===== config.mk =====
export PLATFORM = sky130hd
export DESIGN_NAME = alu_control_sequencer_flat
export DESIGN_NICKNAME = d
export VERILOG_FILES = /design/src/rtl/alu_control_sequencer_if.sv /design/src/rtl/alu_control_sequencer.sv /design/src/flat_wrapper.sv
export SDC_FILE = /design/constraint.sdc
export NUM_CORES = 1
export LEC_CHECK = 0
export BUFFER_PORTS_ARGS = -buffer_cell sky130_fd_sc_hd__buf_4
export CELL_PAD_IN_SITES_DETAIL_PLACEMENT = 2
export CELL_PAD_IN_SITES_GLOBAL_PLACEMENT = 2
export CORE_MARGIN = 2
export CORE_UTILIZATION = 28
export CTS_CLUSTER_DIAMETER = 120
export DETAILED_ROUTE_END_ITERATION = 10
export PLACE_DENSITY = 0.84
export SYNTH_ARGS = -nofsm -noshare
export SYNTH_HDL_FRONTEND = slang
export SYNTH_SLANG_ARGS = --single-unit

===== constraint.sdc =====
create_clock -name clk -period 1.4 [get_ports clk]
set_input_delay 0 -clock clk [delete_from_list [all_inputs] [get_ports clk]]
set_output_delay 0 -clock clk [all_outputs]
set_load 0.005 [all_outputs]

===== src/rtl/alu_control_sequencer_if.sv =====
// rtl/alu_control_sequencer_if.sv - instruction and result handshake bundle for the ALU sequencer
interface alu_control_sequencer_if #(
    parameter int DATA_W = 4,
    parameter int OPC_W  = 4,
    parameter int CNT_W  = 8
);
    // Instruction channel: source -> sequencer
    logic              instr_valid;
    logic              instr_ready;
    logic [OPC_W-1:0]  opcode;
    logic [DATA_W-1:0] op_a;
    logic [DATA_W-1:0] op_b;

    // Result channel: sequencer -> consumer
    logic              res_valid;
    logic              res_ready;
    logic [DATA_W-1:0] res_data;
    logic              res_carry;
    logic              res_zero;
    logic              res_illegal;
    logic [CNT_W-1:0]  op_count;

    // Instruction source and result consumer side
    modport master (
        output instr_valid, opcode, op_a, op_b, res_ready,
        input  instr_ready, res_valid, res_data, res_carry, res_zero, res_illegal, op_count
    );

    // Sequencer side
    modport slave (
        input  instr_valid, opcode, op_a, op_b, res_ready,
        output instr_ready, res_valid, res_data, res_carry, res_zero, res_illegal, op_count
    );
endinterface


===== src/rtl/alu_control_sequencer.sv =====
// rtl/alu_control_sequencer.sv - decodes opcodes into one-hot ALU control pulses and captures results
module alu_control_sequencer #(
    parameter int DATA_W = 4,
    parameter int OPC_W  = 4,
    parameter int CNT_W  = 8
) (
    input  logic                  clk,
    input  logic                  reset,
    alu_control_sequencer_if.slave bus,
    output logic [DATA_W-1:0]     alu_in1,
    output logic [DATA_W-1:0]     alu_in2,
    output logic                  alu_add,
    output logic                  alu_sub,
    output logic                  alu_lsr,
    output logic                  alu_lsh,
    output logic                  alu_rsh,
    output logic                  alu_and,
    output logic                  alu_or,
    output logic                  alu_xor,
    output logic                  alu_inv,
    output logic                  alu_clr,
    input  logic [DATA_W-1:0]     alu_out,
    input  logic                  alu_overflow,
    input  logic                  alu_shift_flag
);

    typedef enum logic [2:0] {
        ST_IDLE  = 3'd0,
        ST_EXEC  = 3'd1,
        ST_LOAD  = 3'd2,
        ST_SHIFT = 3'd3,
        ST_DONE  = 3'd4
    } state_t;

    localparam logic [OPC_W-1:0] OPC_ADD = OPC_W'(1);
    localparam logic [OPC_W-1:0] OPC_SUB = OPC_W'(2);
    localparam logic [OPC_W-1:0] OPC_LSH = OPC_W'(3);
    localparam logic [OPC_W-1:0] OPC_RSH = OPC_W'(4);
    localparam logic [OPC_W-1:0] OPC_AND = OPC_W'(5);
    localparam logic [OPC_W-1:0] OPC_OR  = OPC_W'(6);
    localparam logic [OPC_W-1:0] OPC_XOR = OPC_W'(7);
    localparam logic [OPC_W-1:0] OPC_INV = OPC_W'(8);
    localparam logic [OPC_W-1:0] OPC_CLR = OPC_W'(9);

    // Bit positions inside the control vector
    localparam int C_ADD = 0;
    localparam int C_SUB = 1;
    localparam int C_LSR = 2;
    localparam int C_LSH = 3;
    localparam int C_RSH = 4;
    localparam int C_AND = 5;
    localparam int C_OR  = 6;
    localparam int C_XOR = 7;
    localparam int C_INV = 8;
    localparam int C_CLR = 9;
    localparam int CTRL_W = 10;

    state_t            state_q,       state_d;
    logic [OPC_W-1:0]  opc_q,         opc_d;
    logic [DATA_W-1:0] in1_q,         in1_d;
    logic [DATA_W-1:0] in2_q,         in2_d;
    logic [CTRL_W-1:0] ctrl_q,        ctrl_d;
    logic              instr_ready_q, instr_ready_d;
    logic              res_valid_q,   res_valid_d;
    logic [DATA_W-1:0] res_data_q,    res_data_d;
    logic              res_carry_q,   res_carry_d;
    logic              res_zero_q,    res_zero_d;
    logic              res_illegal_q, res_illegal_d;
    logic [CNT_W-1:0]  op_count_q,    op_count_d;

    // Single-cycle ALU operations map to exactly one control bit
    function automatic logic [CTRL_W-1:0] exec_ctrl(input logic [OPC_W-1:0] opc);
        logic [CTRL_W-1:0] c;
        c = '0;
        case (opc)
            OPC_ADD: c[C_ADD] = 1'b1;
            OPC_SUB: c[C_SUB] = 1'b1;
            OPC_AND: c[C_AND] = 1'b1;
            OPC_OR:  c[C_OR]  = 1'b1;
            OPC_XOR: c[C_XOR] = 1'b1;
            OPC_INV: c[C_INV] = 1'b1;
            OPC_CLR: c[C_CLR] = 1'b1;
            default: c = '0;
        endcase
        return c;
    endfunction

    // Next-state logic: controls are decoded one cycle early so they leave a flop
    always_comb begin
        state_d       = state_q;
        opc_d         = opc_q;
        in1_d         = in1_q;
        in2_d         = in2_q;
        ctrl_d        = '0;
        instr_ready_d = instr_ready_q;
        res_valid_d   = res_valid_q;
        res_data_d    = res_data_q;
        res_carry_d   = res_carry_q;
        res_zero_d    = res_zero_q;
        res_illegal_d = res_illegal_q;
        op_count_d    = op_count_q;

        case (state_q)
            ST_IDLE: begin
                if (instr_ready_q && bus.instr_valid) begin
                    opc_d         = bus.opcode;
                    in1_d         = bus.op_a;
                    in2_d         = bus.op_b;
                    instr_ready_d = 1'b0;
                    case (bus.opcode)
                        OPC_LSH, OPC_RSH: begin
                            state_d        = ST_LOAD;
                            ctrl_d[C_LSR]  = 1'b1;
                        end
                        OPC_ADD, OPC_SUB, OPC_AND, OPC_OR, OPC_XOR, OPC_INV, OPC_CLR: begin
                            state_d = ST_EXEC;
                            ctrl_d  = exec_ctrl(bus.opcode);
                        end
                        default: begin
                            // NOP and illegal opcodes never touch the ALU
                            state_d       = ST_DONE;
                            res_valid_d   = 1'b1;
                            res_data_d    = '0;
                            res_carry_d   = 1'b0;
                            res_zero_d    = 1'b1;
                            res_illegal_d = (bus.opcode > OPC_CLR);
                        end
                    endcase
                end else begin
                    // Also raises ready on the first edge after reset release
                    instr_ready_d = 1'b1;
                end
            end
            ST_EXEC: begin
                state_d       = ST_DONE;
                res_valid_d   = 1'b1;
                res_data_d    = alu_out;
                res_carry_d   = ((opc_q == OPC_ADD) || (opc_q == OPC_SUB)) ? alu_overflow : 1'b0;
                res_zero_d    = (alu_out == '0);
                res_illegal_d = 1'b0;
            end
            ST_LOAD: begin
                // ALU shift register captured in1 on the edge ending this state's predecessor pulse
                state_d = ST_SHIFT;
                if (opc_q == OPC_LSH) begin
                    ctrl_d[C_LSH] = 1'b1;
                end else begin
                    ctrl_d[C_RSH] = 1'b1;
                end
            end
            ST_SHIFT: begin
                state_d       = ST_DONE;
                res_valid_d   = 1'b1;
                res_data_d    = alu_out;
                res_carry_d   = alu_shift_flag;
                res_zero_d    = (alu_out == '0);
                res_illegal_d = 1'b0;
            end
            ST_DONE: begin
                if (bus.res_ready) begin
                    state_d       = ST_IDLE;
                    res_valid_d   = 1'b0;
                    instr_ready_d = 1'b1;
                    op_count_d    = op_count_q + 1'b1;
                end
            end
            default: begin
                state_d       = ST_IDLE;
                res_valid_d   = 1'b0;
                instr_ready_d = 1'b0;
            end
        endcase
    end

    // State and registered outputs; reset aborts any operation in flight
    always_ff @(posedge clk or posedge reset) begin
        if (reset) begin
            state_q       <= ST_IDLE;
            opc_q         <= '0;
            in1_q         <= '0;
            in2_q         <= '0;
            ctrl_q        <= '0;
            instr_ready_q <= 1'b0;
            res_valid_q   <= 1'b0;
            res_data_q    <= '0;
            res_carry_q   <= 1'b0;
            res_zero_q    <= 1'b0;
            res_illegal_q <= 1'b0;
            op_count_q    <= '0;
        end else begin
            state_q       <= state_d;
            opc_q         <= opc_d;
            in1_q         <= in1_d;
            in2_q         <= in2_d;
            ctrl_q        <= ctrl_d;
            instr_ready_q <= instr_ready_d;
            res_valid_q   <= res_valid_d;
            res_data_q    <= res_data_d;
            res_carry_q   <= res_carry_d;
            res_zero_q    <= res_zero_d;
            res_illegal_q <= res_illegal_d;
            op_count_q    <= op_count_d;
        end
    end

    assign alu_in1 = in1_q;
    assign alu_in2 = in2_q;

    assign alu_add = ctrl_q[C_ADD];
    assign alu_sub = ctrl_q[C_SUB];
    assign alu_lsr = ctrl_q[C_LSR];
    assign alu_lsh = ctrl_q[C_LSH];
    assign alu_rsh = ctrl_q[C_RSH];
    assign alu_and = ctrl_q[C_AND];
    assign alu_or  = ctrl_q[C_OR];
    assign alu_xor = ctrl_q[C_XOR];
    assign alu_inv = ctrl_q[C_INV];
    assign alu_clr = ctrl_q[C_CLR];

    assign bus.instr_ready = instr_ready_q;
    assign bus.res_valid   = res_valid_q;
    assign bus.res_data    = res_data_q;
    assign bus.res_carry   = res_carry_q;
    assign bus.res_zero    = res_zero_q;
    assign bus.res_illegal = res_illegal_q;
    assign bus.op_count    = op_count_q;

endmodule


===== src/flat_wrapper.sv =====
// flat-port wrapper written by rule: the top's interface ports become plain ports
module alu_control_sequencer_flat 
#(
    parameter int DATA_W = 4,
    parameter int OPC_W  = 4,
    parameter int CNT_W  = 8
)
  (clk, reset, alu_in1, alu_in2, alu_add, alu_sub, alu_lsr, alu_lsh, alu_rsh, alu_and, alu_or, alu_xor, alu_inv, alu_clr, alu_out, alu_overflow, alu_shift_flag, bus_instr_valid, bus_opcode, bus_op_a, bus_op_b, bus_res_ready, bus_instr_ready, bus_res_valid, bus_res_data, bus_res_carry, bus_res_zero, bus_res_illegal, bus_op_count);
  alu_control_sequencer_if #(.DATA_W(DATA_W), .OPC_W(OPC_W), .CNT_W(CNT_W)) bus_i ();
  input  logic clk;
  input  logic reset;
  output logic [DATA_W-1:0] alu_in1;
  output logic [DATA_W-1:0] alu_in2;
  output logic alu_add;
  output logic alu_sub;
  output logic alu_lsr;
  output logic alu_lsh;
  output logic alu_rsh;
  output logic alu_and;
  output logic alu_or;
  output logic alu_xor;
  output logic alu_inv;
  output logic alu_clr;
  input  logic [DATA_W-1:0] alu_out;
  input  logic alu_overflow;
  input  logic alu_shift_flag;
  input wire logic [$bits(bus_i.instr_valid)-1:0] bus_instr_valid;
  input wire logic [$bits(bus_i.opcode)-1:0] bus_opcode;
  input wire logic [$bits(bus_i.op_a)-1:0] bus_op_a;
  input wire logic [$bits(bus_i.op_b)-1:0] bus_op_b;
  input wire logic [$bits(bus_i.res_ready)-1:0] bus_res_ready;
  output wire logic [$bits(bus_i.instr_ready)-1:0] bus_instr_ready;
  output wire logic [$bits(bus_i.res_valid)-1:0] bus_res_valid;
  output wire logic [$bits(bus_i.res_data)-1:0] bus_res_data;
  output wire logic [$bits(bus_i.res_carry)-1:0] bus_res_carry;
  output wire logic [$bits(bus_i.res_zero)-1:0] bus_res_zero;
  output wire logic [$bits(bus_i.res_illegal)-1:0] bus_res_illegal;
  output wire logic [$bits(bus_i.op_count)-1:0] bus_op_count;
  assign bus_i.instr_valid = bus_instr_valid;
  assign bus_i.opcode = bus_opcode;
  assign bus_i.op_a = bus_op_a;
  assign bus_i.op_b = bus_op_b;
  assign bus_i.res_ready = bus_res_ready;
  assign bus_instr_ready = bus_i.instr_ready;
  assign bus_res_valid = bus_i.res_valid;
  assign bus_res_data = bus_i.res_data;
  assign bus_res_carry = bus_i.res_carry;
  assign bus_res_zero = bus_i.res_zero;
  assign bus_res_illegal = bus_i.res_illegal;
  assign bus_op_count = bus_i.op_count;
  alu_control_sequencer #(.DATA_W(DATA_W), .OPC_W(OPC_W), .CNT_W(CNT_W)) u_core (.clk(clk), .reset(reset), .bus(bus_i), .alu_in1(alu_in1), .alu_in2(alu_in2), .alu_add(alu_add), .alu_sub(alu_sub), .alu_lsr(alu_lsr), .alu_lsh(alu_lsh), .alu_rsh(alu_rsh), .alu_and(alu_and), .alu_or(alu_or), .alu_xor(alu_xor), .alu_inv(alu_inv), .alu_clr(alu_clr), .alu_out(alu_out), .alu_overflow(alu_overflow), .alu_shift_flag(alu_shift_flag));
endmodule

Word level (Yosys, flattened, before mapping)
Cells that the tools add are included.

Shift-type cells: 0. Multipliers: 0. Reduce and logical (&&, ||, !) cells: 18. Bitwise logic cells: 2. Add/sub/neg operators: 1. Div/mod/pow operators: 0. Multiplexer cells: 38. Equal/unequal tests: 19. Order comparisons: 1.

Operators by type and width (count): $mux 1 (20); $eq 4x2->1 const B (4); $eq 4x3->1 const B (4); $pmux 3 s4 (1); $mux 10 (1); $mux 3 (3); $reduce_or 9->1 (1); $add 8x1->8 const B (1); $eq 4x1->1 const B (2); $eq 4x4->1 const B (2); $mux 4 (2); $pmux 4 s2 (1); $reduce_and 2->1 (4); $mux 7 (1); $reduce_or 7->1 (1); $eq 3x2->1 const B (2); $pmux 1 s3 (2); $pmux 3 s2 (1); $reduce_and 3->1 (2); $mux 5 (1); $gt 4x4->1 const B (1); $logic_not 4->1 (1); $ne 2x2->1 const B (2); $pmux 1 s2 (2); other kinds (15) (17).

Output and inout bits: 35. Memories kept: 0. Word-level logic and storage cells: 91. Memory bits (writable): 0. Flip-flop bits (word level): 42. ROM bits: 0. Bits of input ports: 22. Bits in latches: 0.

Longest topological paths before layout
Gate-level depths: netlist (run 1).

Depth in word-level cells: 5. Depth in mapped cells: 5. Depth with buffers taken out: 3.

Worst setup path after synthesis (run 1)
Ideal clock, no wire load.

Kind: register to register. Start: register u_core.state_q[0]. End: register u_core.in1_q[0], in the netlist u_core.alu_in1[0]. Path slack: -132 ps. Stages on the path, launching flop included: 6. Path buffers: 2. Library setup time: 125 ps. Data required time: 1275 ps. Clock period less this slack: 1532 ps. Arrival time: 1408 ps. Cells stage by stage: dfrtp_1 buf_4 nor2_1 nand2_1 buf_2 mux2_2.

Word-level cells in the longest chain between the ends: 2.

Ends and longest elaborated chain: from (decl) (RTL line alu_control_sequencer.sv:58) `state_t state_q, state_d;`; from (signal assigned) (RTL line alu_control_sequencer.sv:191) `state_q <= state_d;`; $logic_not 3->1 (RTL line alu_control_sequencer.sv:103) `case (state_q)`; $reduce_and 2->1 (no source line); to (signal assigned) (RTL line alu_control_sequencer.sv:193) `in1_q <= in1_d;`; to (decl) (RTL line alu_control_sequencer.sv:60) `logic [DATA_W-1:0] in1_q, in1_d;`.

Every way passes these cells. A chain may end at the register's enable or synchronous reset.

Final worst setup path (run 1)
Start: register u_core.state_q[2]. End: register u_core.res_illegal_q, in the netlist u_core.bus.res_illegal.

Word-level cells in the longest chain between the ends: 4. Elaborated cells on any way between the ends: 9. Classes of those cells: 4 x eq/ne; 1 x mux; 4 x reduce/logical.

Ends and longest elaborated chain: $eq 3x1->1 / $eq 3x2->1 (equally long branches) (RTL line alu_control_sequencer.sv:103); $reduce_or 2->1 (no source line); $reduce_bool 2->1 (no source line); $reduce_and 3->1 (no source line); to (signal assigned) (RTL line alu_control_sequencer.sv:201) `res_illegal_q <= res_illegal_d;`; to (decl) (RTL line alu_control_sequencer.sv:68) `logic res_illegal_q, res_illegal_d;`.

Parallel ways exist; a longest one is shown, timed or not.

==> impl_metrics.csv, run 1 <==
group,metric,value,unit
route,wl_met3,250,um
clock_network,cts.clk_slew.worst_paths,0.08,ns
grt,grt_pass1_vias,1742,
timing,max_freq,0.6833,GHz
die,rows,29,
grt,antenna_found_initial,0,
layout,fin_area,2914,um2
synthesis,syn_inst,152,
worst_setup_path,end_kind,"flip-flop",
timing,rsz0062_at_grt,"true",
timing,period_needed,1.464,ns
grt,grt_max_degree,43,
timing,skew,0.002296,ns
pwr,p_per_area,1857,nW/um2
clock_network,root_buffer,"clkbuf_8",
worst_setup_path,timing.critical_path.arrival,1.63,ns
route,drt_iter0_drc,31,
route,drc,0,
pwr,clkPwrFrac,21.9,%
die,initial_core_util,28.81,%
synthesis,synth_cell_type_count,44,
layout,final.fill_count,670,
layout,final_util,46.16,%
pwr,seqPwrFrac,35.8,%
pwr,intPower,3731,uW
clock_network,clk_latency,0.29,ns
status,status,"finished with violations",
pwr,combPwrFrac,42.3,%
route,viasPerCell,4.814,
layout,nets,273,
synthesis,synth-edff-count,0,
job,max_cap_viol_count,0,
timing,tightest_slew,0.5869,ns
timing,maxSlewViolCount,0,
worst_setup_path,startpoint_type,"flip-flop",
route,wl_met1,2422,um
synthesis,seq_area_frac_synth,57.77,%
route,firstDrtPassIters,4,
grt,track_usage,15.63,%
pwr,ir_drop,0.0008465,V
route,wl_met2,3405,um
synthesis,ys_warn_count,0,
route,vias,1579,
timing,finalWorstSetupSlack,-0.06355,ns
layout,final_layout_size_suffix_gt1_share,50.20,%
synthesis,synth.ff_latch_count,42,
worst_setup_path,crit_path_cell_trace,"nand3b_1 > buf_4 > buf_4 > nor4_2 > nor3_1",
clock_network,cts_tree,"done",
clock_network,clockBufferDepth,2,
pwr,power_switching,1680,uW
place,placed_area,2444,um2
worst_setup_path,max_stage_delay,0.42,ns
die,die_w,84.61,um
route,routed.top_layer,"met4",
grt,overflow,0,
synthesis,syn_area,1819,um2
place,portBuffers,56,
timing,timing.hold.ws,0.03179,ns
clock_network,clock_sinks,42,
place,place.gp.congestion,0.6934,
worst_setup_path,crit_path_max_fanout,4,
die,ioPinCount,57,
status,violations,"negative setup slack",
pwr,swShare,31.04,%
die,fp.dieH,84.61,um
grt,grt_pass1_wl,8811,um
worst_setup_path,path_class,"reg -> reg",
route,wire_per_inst,18.64,um
worst_setup_path,cpMostUsedCell,"buf_4",
worst_setup_path,slowest_stage,"dfrtp_1",
place,place_hpwl,3627,um
synthesis,synth_ff_type,"dfrtp_1",
clock_network,htreeDepth,2,
worst_setup_path,path_delay_family,"simple AND/OR/NAND/NOR gates",
hold_path,worstHoldPathType,"in -> reg",
die,core_area,6314,um2
timing,finalHoldViolations,0,
synthesis,syn_area_per_cell,11.97,um2
timing,relSlewSlack,60.46,%
timing,setup_violations,8,
synthesis,synthesis.nets,175,
layout,synthToLayoutAreaGrowth,60.18,%
route,totalWireLength,6114,um
pwr,p_leak,0.001365,uW
route,drtAntennaViolNets,0,
layout,num_antenna_cells,0,
timing,post-route-period-util,104.5,%
worst_setup_path,crit_buf_inv,2,
die,fp.dieArea,7158,um2
worst_setup_path,worst_ep_required_time,1.57,ns
clock_network,cts_buffers,5,
synthesis,async_flop_share,100.0,%
[path summary, 6_finish.rpt]
| path | cells after the start | startpoint | endpoint | slack, ns |
|---|---|---|---|---|
| max | 5 | u_core.state_q[2] | u_core.bus.res_illegal | -0.06 |
| max in group asynchronous | 4 | reset | u_core.state_q[0] | 0.59 |
| max reg2reg | 5 | u_core.state_q[2] | u_core.bus.res_illegal | -0.06 |
| min | 3 | alu_shift_flag | u_core.bus.res_carry | 0.03 |
| min in group asynchronous | 4 | reset | u_core.bus.op_count[0] | 0.42 |
| min reg2reg | 1 | u_core.bus.op_count[7] | u_core.bus.op_count[7] | 0.47 |
[sequential cells by signal, indices dropped and copies added (netlist names)]
name and cells:
u_core.bus.res_illegal 1, u_core.bus.res_carry 1, u_core.ctrl_q 10, u_core.state_q 3
u_core.opc_q 4, u_core.alu_in2 4, u_core.alu_in1 4, u_core.bus.res_zero 1
u_core.bus.op_count 8, u_core.bus.res_data 4, u_core.bus.res_valid 1, u_core.bus.instr_ready 1
[timing repair]
item	CTS	global route
endpoints found under the setup margin	11	28
hold buffers	14	0
pin swaps	3	7
cloned	0	2
gates resized for setup	10	9
hold endpoints to repair	56	0
setup buffers	4	5
[metrics by stage]
step | TNS [ns] | power (uW) | cells | setup slack, ns
detailed placement | -0.5879 | 3779 | 295 | -0.09308
global placement | -0.2811 | 3672 | 295 | -0.05528
global route | -1.685 | 5761 | 328 | -0.1526
CTS | -0.02498 | 5146 | 321 | -0.01141
floorplan | 0 | 2808 | 152 | 0.01348
finish | -0.1981 | 5411 | 328 | -0.06355
[cells in the mapped netlist (2+ instances only)]
master	n	area share [%]
xor2_1	2	0.96
nand4_1	3	1.0
nor3_1	4	1.1
nand2_1	15	3.1
nor4_1	3	1.0
o41ai_1	2	0.96
inv_1	2	0.41
nand3_1	3	0.83
nand3b_1	3	1.2
a21o_1	2	0.83
dfrtp_1	42	58
a31oi_1	2	0.69
buf_4	2	0.83
clkbuf_1	2	0.41
o21ai_0	7	1.9
nor2b_1	3	1.0
mux2_2	13	8.0
nor2_1	8	1.7
and2_1	2	0.69
buf_2	3	0.83
xnor2_1	6	2.9
[layer usage]
metal  vias up  track usage [%]
met1       799            18.42
met2        42            28.27
li1        732                -
met5         -                0
met3         6            4.425
met4         0            3.319
[cells in the final DEF, fill, tap and decap left out, types with 2 or more instances in the layout]
master         synthesis  layout
nand2_1               15      14
o21ai_0                7       5
o21ai_1                0       2
nor2_1                 8       7
buf_6                  1       3
bufinv_16              0       2
xor2_1                 2       2
nand3b_1               3       3
nor3_1                 4       4
xnor2_1                6       6
nand3_1                3       3
and2_1                 2       2
dfrtp_1               42      41
nor2b_1                3       2
mux2_2                13      12
buf_4                  2      80
a31oi_1                2       2
nand4_1                3       3
nor4_1                 3       2
clkbuf_16              0       2
clkbuf_8               0       6
dlygate4sd3_1          0      14
a21o_1                 2       2
[worst reg2reg max path, delay by kind of cell (launching register included)]
family	cells	cell delay [ns]
buf+inv	2	0.32
flops	1	0.42
simple gates	3	0.61
[layout make-up]
class / instances / area (um2) / share of cell area [%]
flip-flops and latches: 42 / 1052 / 36.11
repair buffers: 100 / 844.6 / 28.98
multi-input cells: 99 / 770.7 / 26.45
well taps: 77 / 96.34 / 3.306
clock buffers: 6 / 82.58 / 2.834
clock inverters: 2 / 60.06 / 2.061
inverters: 2 / 7.507 / 0.2576
[cell families after synthesis]
logic type,after synthesis,synth area share [%]
adder cells (fa/ha/maj),1,0.6876
AND/OR/NAND/NOR,56,16.99
XOR/XNOR,8,3.852
flip-flops,42,57.77
multiplexers,13,8.047
AO/OA/AOI/OAI,21,9.354
buffers and inverters,11,3.301
[power by group through the flow]
stage | clock [uW] | sequential [uW] | combinational (uW)
after floorplan | 0 | 1900 | 910
final | 1190 | 1940 | 2290
after CTS | 1220 | 1920 | 2000
after global placement | 0 | 1910 | 1770
after global routing | 1260 | 2000 | 2500
after detailed placement | 0 | 1940 | 1830
Note: power is estimated with default switching activity, not from simulation.
==> inputs of run 2 (changes only) <==
CELL_PAD_IN_SITES_DETAIL_PLACEMENT = 1   (was 2)
CELL_PAD_IN_SITES_GLOBAL_PLACEMENT = 1   (was 2)
CORE_UTILIZATION = 35   (was 28)
PLACE_DENSITY = 0.86   (was 0.84)
==> run 2 against run 1 <==
The flow still finishes with violations (negative setup slack). Maximum frequency up 2.3%. Final area fell by 3.7%. Clock-buffer cell count increased by 1. Critical path depth unchanged. Global-route usage up 1.7 points. Die area shrank 19%. Critical path type unchanged. Largest cell class unchanged.
==> impl_metrics.csv, run 2 (same netlist as run 1, synthesis figures left out) <==
group,metric,value,unit
route,drtAntennaViolNets,0,
grt,track_usage,17.32,%
status,status,"finished with violations",
die,rows,26,
pwr,ir_drop,0.0009248,V
route,vias,1547,
layout,final_common_cell,"buf_4",
hold_path,worstHoldPathType,"in -> reg",
worst_setup_path,max_stage_delay,0.42,ns
status,violations,"negative setup slack",
layout,final_util,55.28,%
grt,grt_max_degree,20,
timing,period_needed,1.430,ns
die,die_w,76.10,um
grt,antenna_found_initial,0,
grt,grt_pass1_wl,8066,um
pwr,p_per_area,1700,nW/um2
timing,rsz0062_at_grt,"true",
timing,finalWorstSetupSlack,-0.03022,ns
timing,timing.hold.ws,0.01178,ns
worst_setup_path,rrSetupSlack,-0.03,ns
layout,synthToLayoutAreaGrowth,54.20,%
die,fp.dieH,76.10,um
route,totalWireLength,4849,um
worst_setup_path,startpoint_type,"flip-flop",
pwr,finalPower,4768,uW
route,wire_per_inst,15.39,um
place,place.gp.congestion,0.7714,
place,place_hpwl,3350,um
layout,final.fill_count,543,
route,viasPerCell,4.911,
clock_network,htreeDepth,2,
worst_setup_path,crit_path_max_fanout,8,
clock_network,clockBufferDepth,2,
place,portBuffers,56,
job,max_cap_viol_count,0,
worst_setup_path,slowest_stage,"dfrtp_2",
layout,fin_area,2805,um2
route,drc,0,
worst_setup_path,end_kind,"flip-flop",
clock_network,root_buffer,"clkbuf_8",
timing,max_freq,0.6992,GHz
clock_network,cts.clk_slew.worst_paths,0.08,ns
layout,final_cell_mix,"74 x buf_4, 40 x dfrtp_1, 15 x dlygate4sd3_1, 14 x nand2_1, 13 x mux2_2",
worst_setup_path,worst_ep_required_time,1.57,ns
clock_network,cts_tree,"done",
layout,nets,267,
route,drt_iter0_drc,75,
worst_setup_path,crit_buf_inv,2,
clock_network,clk_latency,0.29,ns
timing,relSlewSlack,52.77,%
route,firstDrtPassIters,4,
die,core_area,5075,um2
worst_setup_path,path_delay_family,"simple AND/OR/NAND/NOR gates",
worst_setup_path,crit_path_cell_trace,"nand3b_1 > buf_6 > a2111oi_4 > buf_6 > or3_1",
die,initial_core_util,35.85,%
grt,overflow,0,
timing,tightest_slew,0.7041,ns
timing,setup_violations,1,
layout,largest-register,"u_core.ctrl_q",
die,fp.dieArea,5790,um2
die,ioPinCount,57,
pwr,p_leak,0.001304,uW
timing,post-route-period-util,102.2,%
timing,skew,0.004820,ns
timing,maxSlewViolCount,0,
clock_network,clock_sinks,42,
clock_network,cts_buffers,5,
timing,finalHoldViolations,0,
worst_setup_path,timing.critical_path.arrival,1.60,ns
layout,num_antenna_cells,0,
grt,grt_pass1_vias,1657,
worst_setup_path,cpMostUsedCell,"buf_6",
layout,largest_reg_flops,10,
worst_setup_path,path_class,"reg -> reg",
place,placed_area,2427,um2
layout,final_layout_size_suffix_gt1_share,48.57,%
run 2: layout make-up:
| class | count | area (um2) | share of cell area (%) |
|---|---|---|---|
| multi-input cells | 99 | 780.7 | 27.83 |
| inverters | 2 | 7.507 | 0.2676 |
| well taps | 70 | 87.58 | 3.122 |
| clock buffers | 7 | 86.33 | 3.078 |
| clock inverters | 1 | 5.005 | 0.1784 |
| repair buffers | 94 | 784.5 | 27.97 |
| flip-flops and latches | 42 | 1054 | 37.56 |
run 2: metrics by stage:
| step | TNS [ns] | setup WS [ns] | instances |
|---|---|---|---|
| floorplan | 0 | 0.01348 | 152 |
| global placement | -0.2431 | -0.05280 | 287 |
| detailed placement | -0.8183 | -0.1205 | 287 |
| CTS | -0.1349 | -0.04213 | 313 |
| global route | -0.4545 | -0.07791 | 315 |
| finish | -0.03022 | -0.03022 | 315 |
run 2: worst paths after layout:
check / start / end / depth (start not counted)
setup / recovery: u_core.state_q[2] / u_core.state_q[2] / 5
hold / removal: bus_opcode[2] / u_core.ctrl_q[9] / 3
setup reg to reg: u_core.state_q[2] / u_core.state_q[2] / 5
hold reg to reg: u_core.bus.op_count[7] / u_core.bus.op_count[7] / 1
max in group asynchronous: reset / u_core.state_q[0] / 4
min in group asynchronous: reset / u_core.bus.instr_ready / 3
run 2: metal layers:
metal  wire, um  global-route usage, %  vias to the layer above
met4         60                  4.909                        0
met3        213                  3.910                        9
met2       2573                  31.25                       46
met5          0                      0                        -
li1           -                      -                      723
met1       2001                  20.74                      769
run 2: worst reg2reg max path: cells and delay by family (launching register included):
kind            cells  cell delay, ns
simple gates        2            0.55
flops               1            0.42
buf+inv             2            0.30
compound gates      1            0.03
run 2: what timing repair did:
action	CTS	global route
hold buffers	15	0
setup buffers	3	1
gates resized for setup	4	18
setup endpoints to repair	22	26
gates cloned	0	1
endpoints found under the hold margin	32	0
pin swaps	1	9
run 2: where the power goes:
group / leakage [uW] / switching, uW / internal (uW)
combinational: 0.000721 / 829 / 1210
sequential: 0.000535 / 304 / 1620
clock: 0.0000482 / 407 / 398
total: 0.00130 / 1540 / 3230
==> inputs of run 3 (changes only) <==
GPL_TIMING_DRIVEN = 0   (was not set)
TNS_END_PERCENT = 1   (was not set)
==> run 3 against run 2 <==
Sequential share of layout area rose by 0.79 points. Combinational power fell by 3%. Worst hold slack improved by 0.0050 ns. Highest routed layer unchanged. The run still ends with negative setup slack left. Routed wire length fell by 0.45%. Clock skew fell by 0.0020 ns. Critical path depth fell by 2.
==> impl_metrics.csv, run 3 (same netlist as run 1, synthesis figures left out) <==
group,metric,value,unit
grt,grt_pass1_vias,1639,
timing,skew,0.002859,ns
grt,track_usage,17.18,%
die,core_area,5075,um2
clock_network,clock_sinks,42,
die,fp.dieArea,5790,um2
clock_network,clk_latency,0.29,ns
route,firstDrtPassIters,4,
layout,seqCellArea,1052,um2
hold_path,worstHoldPathType,"in -> reg",
timing,post-route-period-util,103.8,%
layout,largest-register,"u_core.ctrl_q",
die,die_w,76.10,um
worst_setup_path,end_kind,"flip-flop",
worst_setup_path,reg2reg_depth,3,
worst_setup_path,path_class,"reg -> reg",
timing,period_needed,1.453,ns
route,vias,1522,
pwr,ir_drop,0.0007899,V
pwr,p_per_area,1688,nW/um2
die,rows,26,
layout,multi_input_comb_area,759.5,um2
timing,rsz0062_at_grt,"true",
route,drtAntennaViolNets,0,
layout,final.fill_count,558,
place,portBuffers,55,
worst_setup_path,r2r_start,"u_core.state_q[2]",
timing,relSlewSlack,42.45,%
pwr,p_leak,0.001271,uW
clock_network,htreeDepth,2,
place,place_hpwl,3019,um
clock_network,cts_buffers,5,
pwr,finalPower,4632,uW
route,wire_per_inst,15.57,um
layout,num_antenna_cells,0,
layout,synthToLayoutAreaGrowth,50.83,%
die,initial_core_util,35.85,%
clock_network,clockBufferDepth,2,
status,violations,"negative setup slack",
clock_network,cts.clk_slew.worst_paths,0.07,ns
worst_setup_path,endpoint,"u_core.bus.res_valid",
route,drt_iter0_drc,63,
grt,grt_max_degree,43,
worst_setup_path,crit-reg2reg-capture,"u_core.bus.res_valid",
worst_setup_path,worst_ep_required_time,1.57,ns
worst_setup_path,startpoint_type,"flip-flop",
timing,max_freq,0.6880,GHz
layout,final_cell_count_no_fill,310,
worst_setup_path,rrSetupSlack,-0.05,ns
timing,setup_violations,2,
layout,final_layout_size_suffix_gt1_share,44.58,%
status,status,"finished with violations",
place,placed_area,2331,um2
clock_network,cts_tree,"done",
route,viasPerCell,4.910,
clock_network,root_buffer,"clkbuf_8",
layout,largest_reg_flops,10,
hold_path,whs_path_depth,3,
grt,overflow,0,
die,ioPinCount,57,
timing,tightest_slew,0.8620,ns
worst_setup_path,crit_path_start,"u_core.state_q[2]",
place,place.gp.congestion,0.7495,
worst_setup_path,timing.critical_path.arrival,1.63,ns
timing,finalWorstSetupSlack,-0.05344,ns
layout,nets,264,
layout,fin_area,2744,um2
grt,grt_pass1_wl,7935,um
timing,maxSlewViolCount,0,
place,place_inst,277,
job,max_cap_viol_count,0,
route,drc,0,
layout,final_cell_mix,"64 x buf_4, 41 x dfrtp_1, 17 x dlygate4sd3_1, 14 x nand2_1, 12 x mux2_2",
route,totalWireLength,4827,um
die,fp.dieH,76.10,um
timing,finalHoldViolations,0,
layout,final_common_cell,"buf_4",
worst_setup_path,crit_path_max_fanout,6,
grt,antenna_found_initial,0,
[run 3: cell types whose count changed in the layout (fill, tap and decap cells not counted), moves of 2 or more]
cell	previous run	this run
buf_6	3	5
buf_4	74	64
o21ai_2	3	0
nor4_2	0	2
o21ai_0	3	6
dlygate4sd3_1	15	17
[run 3: per-stage QoR]
step / hold WS (ns) / worst slack (ns) / util, % / setup TNS, ns
after global routing: 0.008947 / -0.1054 / 54.07 / -0.4974
after CTS: 0.005803 / -0.05596 / 53.21 / -0.3940
after global placement: 0.2157 / -0.2058 / 45.93 / -8.531
after detailed placement: 0.2210 / -0.1925 / 45.93 / -2.799
after floorplan: 0.1168 / -0.01610 / - / -0.01610
final: 0.01675 / -0.05344 / 54.07 / -0.05657
[run 3: worst min-delay path by stage]
| stage | to | slack, ns | from |
|---|---|---|---|
| 6_report | u_core.bus.res_carry | 0.02 | alu_shift_flag |
| 5_1_grt | u_core.bus.res_carry | 0.009 | alu_shift_flag |
| 4_1_cts | u_core.bus.res_carry | 0.006 | alu_shift_flag |
| 3_5_place_dp | u_core.ctrl_q[6] | 0.22 | bus_opcode[0] |
| 3_3_place_gp | u_core.ctrl_q[6] | 0.22 | bus_opcode[0] |
| 2_1_floorplan | u_core.bus.res_data[0] | 0.12 | alu_out[0] |
[run 3: report_power, final]
group	internal, uW	switching [uW]	total [uW]
sequential	1620	284	1900
clock	380	381	761
combinational	1160	811	1970
total	3160	1480	4630
[run 3: final cells by class]
class | count | share of cell area (%)
sequential | 42 | 38.35
timing repair buffer | 82 | 24.72
inverter | 2 | 0.2736
multi-input combinational | 99 | 27.68
buffer | 9 | 2.782
clock buffer | 6 | 3.010
tap | 70 | 3.192
[run 3: per-layer routing]
metal	GRT usage (%)	routed length (um)	vias to the layer above
met4	5.273	82	0
met1	20.25	1958	750
met2	31.07	2569	47
li1	-	-	717
met5	0	0	-
met3	4.028	217	8
[run 3: timing repair]
action	in CTS	in global routing
pin swaps	4	3
setup endpoints to repair	23	31
hold buffers	17	0
hold endpoints to repair	58	0
buffers inserted	10	0
resized for setup	8	11
[run 3: worst max-delay path: stages (launching register included)]
cell	delay, ns
dfrtp_2	0.44
nand3b_1	0.26
a211o_2	0.32
a311o_2	0.31
